[src/rtl/pu_arbiter.sv]
// Round-robin arbiter sharing one processing_unit among N_REQ requesters.
// Ports: clk/reset, req/req_a/req_b in, gnt/resp_* out, pu_* to/from the unit.
module pu_arbiter #(
  parameter int N_REQ   = 4,
  parameter int DATA_W  = 16,
  parameter int TIMEOUT = 64
) (
  input  logic                    clk,
  input  logic                    reset,
  input  logic [N_REQ-1:0]        req,
  input  logic [N_REQ*DATA_W-1:0] req_a,
  input  logic [N_REQ*DATA_W-1:0] req_b,
  output logic [N_REQ-1:0]        gnt,
  output logic [N_REQ-1:0]        resp_valid,
  output logic [DATA_W-1:0]       resp_data,
  output logic                    resp_err,
  output logic                    busy,
  output logic                    pu_start,
  output logic [DATA_W-1:0]       pu_a,
  output logic [DATA_W-1:0]       pu_b,
  output logic                    pu_abort,
  input  logic [DATA_W-1:0]       pu_p,
  input  logic                    pu_ready
);

  localparam int IW = $clog2(N_REQ);
  localparam int WW = $clog2(TIMEOUT) + 1;

  typedef enum logic [1:0] {
    IDLE, ISSUE, WAIT, RESP
  } state_t;

  state_t              state, state_n;
  logic [IW-1:0]       idx, idx_n;
  logic [IW-1:0]       last_grant, last_grant_n;
  logic [WW-1:0]       wd, wd_n;
  logic [N_REQ-1:0]    gnt_n, resp_valid_n;
  logic [DATA_W-1:0]   resp_data_n;
  logic                resp_err_n;
  logic                pu_start_n, pu_abort_n;
  logic [DATA_W-1:0]   pu_a_n, pu_b_n;

  logic                found;
  logic [IW-1:0]       pick;
  int                  cand;
  logic [DATA_W-1:0]   sel_a, sel_b;

  function automatic logic [N_REQ-1:0] onehot(
    input logic [IW-1:0] i
  );
    onehot    = '0;
    onehot[i] = 1'b1;
  endfunction

  // Search starts just after the last served requester.
  always_comb begin
    found = 1'b0;
    pick  = last_grant;
    cand  = 0;
    for (int i = 1; i <= N_REQ; i++) begin
      cand = int'(last_grant) + i;
      if (cand >= N_REQ) cand = cand - N_REQ;
      if (!found && req[IW'(cand)]) begin
        found = 1'b1;
        pick  = IW'(cand);
      end
    end
  end

  always_comb begin
    sel_a = '0;
    sel_b = '0;
    for (int j = 0; j < N_REQ; j++) begin
      if (pick == IW'(j)) begin
        sel_a = req_a[j*DATA_W +: DATA_W];
        sel_b = req_b[j*DATA_W +: DATA_W];
      end
    end
  end

  always_comb begin
    state_n      = state;
    idx_n        = idx;
    last_grant_n = last_grant;
    wd_n         = wd;
    gnt_n        = gnt;
    resp_valid_n = '0;
    resp_data_n  = resp_data;
    resp_err_n   = resp_err;
    pu_start_n   = 1'b0;
    pu_abort_n   = 1'b0;
    pu_a_n       = pu_a;
    pu_b_n       = pu_b;
    unique case (state)
      IDLE: begin
        if (found) begin
          idx_n      = pick;
          pu_a_n     = sel_a;
          pu_b_n     = sel_b;
          gnt_n      = onehot(pick);
          pu_start_n = 1'b1;
          state_n    = ISSUE;
        end
      end
      ISSUE: begin
        wd_n    = '0;
        state_n = WAIT;
      end
      WAIT: begin
        wd_n = wd + WW'(1);
        // Ready beats the watchdog on the same cycle.
        if (pu_ready) begin
          resp_data_n  = pu_p;
          resp_err_n   = 1'b0;
          resp_valid_n = onehot(idx);
          state_n      = RESP;
        end else if (wd == WW'(TIMEOUT - 1)) begin
          resp_data_n  = '0;
          resp_err_n   = 1'b1;
          pu_abort_n   = 1'b1;
          resp_valid_n = onehot(idx);
          state_n      = RESP;
        end
      end
      RESP: begin
        last_grant_n = idx;
        gnt_n        = '0;
        state_n      = IDLE;
      end
      default: state_n = IDLE;
    endcase
  end

  always_ff @(posedge clk) begin
    if (!reset) begin
      state      <= IDLE;
      idx        <= '0;
      last_grant <= IW'(N_REQ - 1);
      wd         <= '0;
      gnt        <= '0;
      resp_valid <= '0;
      resp_data  <= '0;
      resp_err   <= 1'b0;
      pu_start   <= 1'b0;
      pu_abort   <= 1'b0;
      pu_a       <= '0;
      pu_b       <= '0;
    end else begin
      state      <= state_n;
      idx        <= idx_n;
      last_grant <= last_grant_n;
      wd         <= wd_n;
      gnt        <= gnt_n;
      resp_valid <= resp_valid_n;
      resp_data  <= resp_data_n;
      resp_err   <= resp_err_n;
      pu_start   <= pu_start_n;
      pu_abort   <= pu_abort_n;
      pu_a       <= pu_a_n;
      pu_b       <= pu_b_n;
    end
  end

  assign busy = (state != IDLE);

endmodule

[config.mk]
export PLATFORM = sky130hd
export DESIGN_NAME = pu_arbiter
export DESIGN_NICKNAME = d
export VERILOG_FILES = /design/src/rtl/pu_arbiter.sv
export SDC_FILE = /design/constraint.sdc
export NUM_CORES = 1
export LEC_CHECK = 0
export ABC_AREA = 0
export CAP_MARGIN = 20
export CORE_MARGIN = 8
export CORE_UTILIZATION = 38
export CTS_BUF_LIST = sky130_fd_sc_hd__clkbuf_16
export DETAILED_ROUTE_END_ITERATION = 10
export GPL_TIMING_DRIVEN = 0
export PLACE_DENSITY = 0.81
export SLEW_MARGIN = 15
export SYNTH_ARGS = -nofsm -noshare
export SYNTH_HDL_FRONTEND = slang
export SYNTH_SLANG_ARGS = --single-unit
[constraint.sdc]
create_clock -name clk -period 2.5 [get_ports clk]
set_input_delay 0.5 -clock clk [delete_from_list [all_inputs] [get_ports clk]]
set_output_delay 0.5 -clock clk [all_outputs]
set_load 0.03 [all_outputs]
Yosys cells after proc, flatten, opt, wreduce, memory -nomap -nowiden. Index checks and enable logic that the tools add are counted.

Magnitude comparators: 12. Reductions and logical operators: 21. Equality and inequality tests: 9. Bitwise operators: 2. Muxes and demuxes: 51. $add $sub $neg: 9.

Operators with widths (number): two-way mux 16 bit (10); two-way mux 2 bit (11); two-way mux 1 bit (18); less-than comparator 2 x 4 -> 1 bit, second input constant (4); case mux 7 bit (2 select lines) (1); two-way mux 4 bit (3); AND reduction 2 bit (6); greater-or-equal comparator 3 bit, second input constant (3); binary-select mux 1 bit (select 2 bit) (4); == test 2 bit, second input constant (4); case mux 2 bit (4 select lines) (1); case mux 4 bit (2 select lines) (1); nonzero test 2 bit (4); subtractor 2 x 1 -> 2 bit, second input constant (4); adder 7 x 1 -> 7 bit, second input constant (1); == test 7 x 6 -> 1 bit, second input constant (1); adder 2 x 2 -> 3 bit, second input constant (2); less-than comparator 2 x 3 -> 1 bit, second input constant (2); logical AND 1 bit (5); adder 2 x 3 -> 4 bit, second input constant (1); demux 1 bit (select 2 bit) (2); == test 2 x 1 -> 1 bit, second input constant (2); greater-or-equal comparator 2 x 1 -> 1 bit, second input constant (2); greater-or-equal comparator 4 x 3 -> 1 bit, second input constant (1); 7 further kinds (11).

Register bits: 72.

Longest topological paths before layout.
Word-level depth: 22. Mapped depth: 8. Gate-level depth less buffers: 7.

Worst setup path before layout. Ideal clock, no wire load.

Path kind: input to register. Start: input req[3]. End: register pu_a[10]. Stages on the path: 6. Data arrival time: 1.660 ns. Slack: 0.720 ns. Path buffers: 1. Cells stage by stage: o41a_1 and2_4 nand4_2 buf_2 a2bb2oi_1 o21ai_1.

Longest elaborated chain between the ends: 18. Elaborated cells between the ends (all ways): 35.

Ends and longest elaborated chain: start: declaration (RTL line 10) `input logic [N_REQ-1:0] req,`; binary-select mux 1 bit (select 2 bit) (RTL line 63) `if (!found && req[IW'(cand)]) begin`; two-way mux 1 bit (not written as such) (2 in series) (RTL line 63); two-way mux 1 bit (RTL line 63); logical NOT 1 bit (RTL line 63); logical AND 1 bit (RTL line 63); two-way mux 1 bit (RTL line 63); logical NOT 1 bit (RTL line 63); logical AND 1 bit (RTL line 63); two-way mux 1 bit (RTL line 63); logical NOT 1 bit (RTL line 63); logical AND 1 bit (RTL line 63); two-way mux 2 bit (RTL line 63); logical NOT 2 bit (RTL line 74) `if (pick == IW'(j)) begin`; two-way mux 16 bit (4 in series) (RTL line 74); end signal: assignment (RTL line 159) `pu_a <= pu_a_n;`; end: declaration (RTL line 19) `output logic [DATA_W-1:0] pu_a,`.

Several ways; a longest one is shown, not always the timed one. The select of a mux whose other input is x is not followed. A chain may end at the register's enable or synchronous reset.

Worst setup path in the final report.
Start: register state[0]. End: output busy.

Longest elaborated chain between the ends: 1.

Ends and longest elaborated chain: start: declaration (RTL line 33) `state_t state, state_n;`; start signal: assignment (RTL line 149) `state <= state_n;`; nonzero test 2 bit (RTL line 164) `assign busy = (state != IDLE);`; end: declaration (RTL line 17) `output logic busy,`.

No other way between the ends.

==> results.txt <==
Max Freq = 0.425 GHz
Core box area = 0.00920 mm^2
Worst skew pair latency = 0.33 ns
Ordered list of cells on the worst path = inv_1, ha_1, inv_1, clkdlybuf4s50_1
Tmin final = 2.35 ns
Peak supply drop = 0.553 mV
Inserted Clock Buffers = 9
Syn Nets = 523
#FFs+latches synth = 72
Met1 Resource Use GR = 22.8%
DR vias = 3665
Reg2reg start = wd[0]$_SDFFE_PN0P_
Vias in the first global route = 3778
CTS resizes = 0
Total GRT Usage = 20.7%
First-pass GRT wire length = 21.0 mm
Synth cell types = 47
Hold Vio Cnt, Final = 0
Ratio of cells with drive above 1 in the final layout = 6.42%
Cell Area, Placed = 0.00581 mm^2
Maximum clock path buffer count = 2
Synth Flop Type = dfxtp_1
DIE AREA = 0.0128 mm^2
Crit path largest cell delay = 0.71 ns
Buf/Inv on CP = 3
Ys Warns = 0
Drt initial violations = 172
Final GP Congestion = 0.865
Vias per cell = 5.21
Critical Path Start = state[0]$_SDFFE_PN0P_
Largest net degree at the start of global routing = 14
Drt total wl = 13.6 mm
Mean routed wirelength per cell = 19.4 um
First drt pass iteration count = 4
Synthesized area per cell = 9.74 um^2
Top-level I/O count = 211
Slew @ Worst Pin = 0.619 ns
Slew Viols, Final = 0
Worst setup EP type = output port
Port buffer count = 209
Initial Utilization = 38.9%
Most common cell after layout, fill and taps aside = clkdlybuf4s50_1
Post-DRT Antenna Nets = 0
CP max-delay cell = clkdlybuf4s50_1
CTS H-Tree Depth = 3
Pleak = 2.32 nW
Cell depth of the worst setup path = 4
Pwr Density = 929 mW/mm^2
Most frequent cells in the layout = clkdlybuf4s50_1, dfxtp_1, mux2i_1, o21ai_1, a2bb2oi_1
Largest delay share family, worst path = buffers and inverters
GR peak layer = met2
Max-slew headroom = 58.4%
Max-cap viol count = 0
DIE WIDTH = 113 um
CTS tree = yes
Cell repeated most along the worst path = inv_1
Number of remaining DRC errors = 0
Post-layout nets = 743
GRT overflow = 0
Tcrit/Tclk final = 94.1%
Outcome = completed
CTS clk-pin slew, worst paths = 0.06 ns
Req. time, crit path = 2.00 ns
Mapped Area = 0.00357 mm^2
Worst r2r dst = resp_err$_SDFFE_PN0P_
Clock sink count = 72
Met3 usage = 7.35%
Number of synthesized flops with an enable pin = 0
Sequential share of the synthesized area = 40.3%
Layout area overhead = 71.4%
Hold Path Class = register to register
Cells after Synth = 367
Setup bufs post-CTS = 0
Crit path arrival time = 1.85 ns
Total power = 5.69 mW
Num rows = 35
Setup crit end = busy
Final HPWL DP = 10.9 mm
Die H = 113 um
Crit path kind = register to output port
CP Max Fanout = 4
Flop-to-flop setup slack = 0.42 ns
Final Setup Violations = 0
Met2 usage = 37.2%
Startpoint types = register
R2r worst-path depth = 8
# diodes = 0
Antenna violations before repair = 0
Root buf cell = clkbuf_16
Clock Skew = 0.00705 ns
CTS Hold Buffers Added = 0
Fin area = 0.00613 mm^2
RSZ-0062 raised after global routing = false
Post-synth ARST share = 0%
==> cell usage after synthesis, types with 6 or more instances <==
| cell | n | share of area (%) |
|---|---|---|
| a2bb2oi_1 | 26 | 6.4 |
| a211oi_1 | 6 | 1.3 |
| buf_2 | 12 | 1.7 |
| dfxtp_1 | 72 | 40 |
| nor2_1 | 18 | 1.9 |
| o21ai_1 | 27 | 3.8 |
| a22oi_1 | 16 | 3.4 |
| clkbuf_1 | 11 | 1.2 |
| nand2_1 | 16 | 1.7 |
| a311oi_1 | 6 | 1.5 |
| a31oi_1 | 7 | 1.2 |
| mux2i_1 | 62 | 17 |
| nor2b_1 | 23 | 4.0 |
==> routing by layer <==
metal	wire, um	part of all wire, %	vias to the layer above
li1	-	-	1801
met1	5460	40	1722
met2	6970	51	132
met3	1010	7.4	10
met4	179	1.3	0
met5	0	0	-
==> kinds of logic after synthesis <==
kind of cell	share of synthesized area, %
adders and majority gates	1.75
DFF	40.3
xor gates and xnor gates	1.23
muxes	17.4
and+or+nand+nor	13.0
buffers and inverters	4.94
AOI/OAI and AO/OA	21.4
==> registers in the layout, summed over array words and instances (netlist names), 2 cells and up <==
signal,count
resp_data,16
idx,2
gnt,4
last_grant,2
resp_valid,4
wd,7
pu_a,16
pu_b,16
state,2
==> how the worst min path moves through the flow <==
stage / cells after the start / slack (ns) / start / to
6_report: 2 / 0.47 / pu_b[12]$_SDFFE_PN0P_ / pu_b[12]$_SDFFE_PN0P_
5_1_grt: 2 / 0.50 / pu_a[8]$_SDFFE_PN0P_ / pu_a[8]$_SDFFE_PN0P_
4_1_cts: 2 / 0.48 / pu_b[12]$_SDFFE_PN0P_ / pu_b[12]$_SDFFE_PN0P_
2_1_floorplan: 1 / 0.44 / idx[1]$_SDFFE_PN0P_ / resp_valid[1]$_SDFF_PN0_
3_3_place_gp: 2 / 0.46 / pu_b[0]$_SDFFE_PN0P_ / pu_b[0]$_SDFFE_PN0P_
3_5_place_dp: 2 / 0.46 / pu_b[12]$_SDFFE_PN0P_ / pu_b[12]$_SDFFE_PN0P_
==> power breakdown <==
part	leakage, nW	switching, mW	internal (mW)
logic	1.58	1.48	1.23
registers	0.590	0.167	1.45
clock network	0.156	0.493	0.874
==> through the flow <==
stage	worst slack [ns]	instances	hold slack, ns	util [%]	TNS (ns)
after floorplan	0.720	367	0.440	-	0
after global placement	0.0441	687	0.459	63.1	0
after detailed placement	-0.00845	687	0.464	63.1	-0.0197
after CTS	0.151	703	0.476	66.6	0
after global routing	0.0892	703	0.497	66.6	0
final	0.147	703	0.474	66.6	0
==> area by class of cell <==
type	instances	area [um^2]
inverters	5	18.8
multi-input cells	262	1960
clock buffers	9	225
repair buffers	209	2090
well taps	111	139
fillers	745	3070
clock inverters	7	95.1
flip-flops and latches	72	1440
plain buffers	28	158
==> worst min-delay path: cells and delay by family (launching register included) <==
kind / cells / cell delay, ns
flip-flops: 1 / 0.32
AO/OA/AOI/OAI: 2 / 0.12
Note: power is estimated with default switching activity, not from simulation.
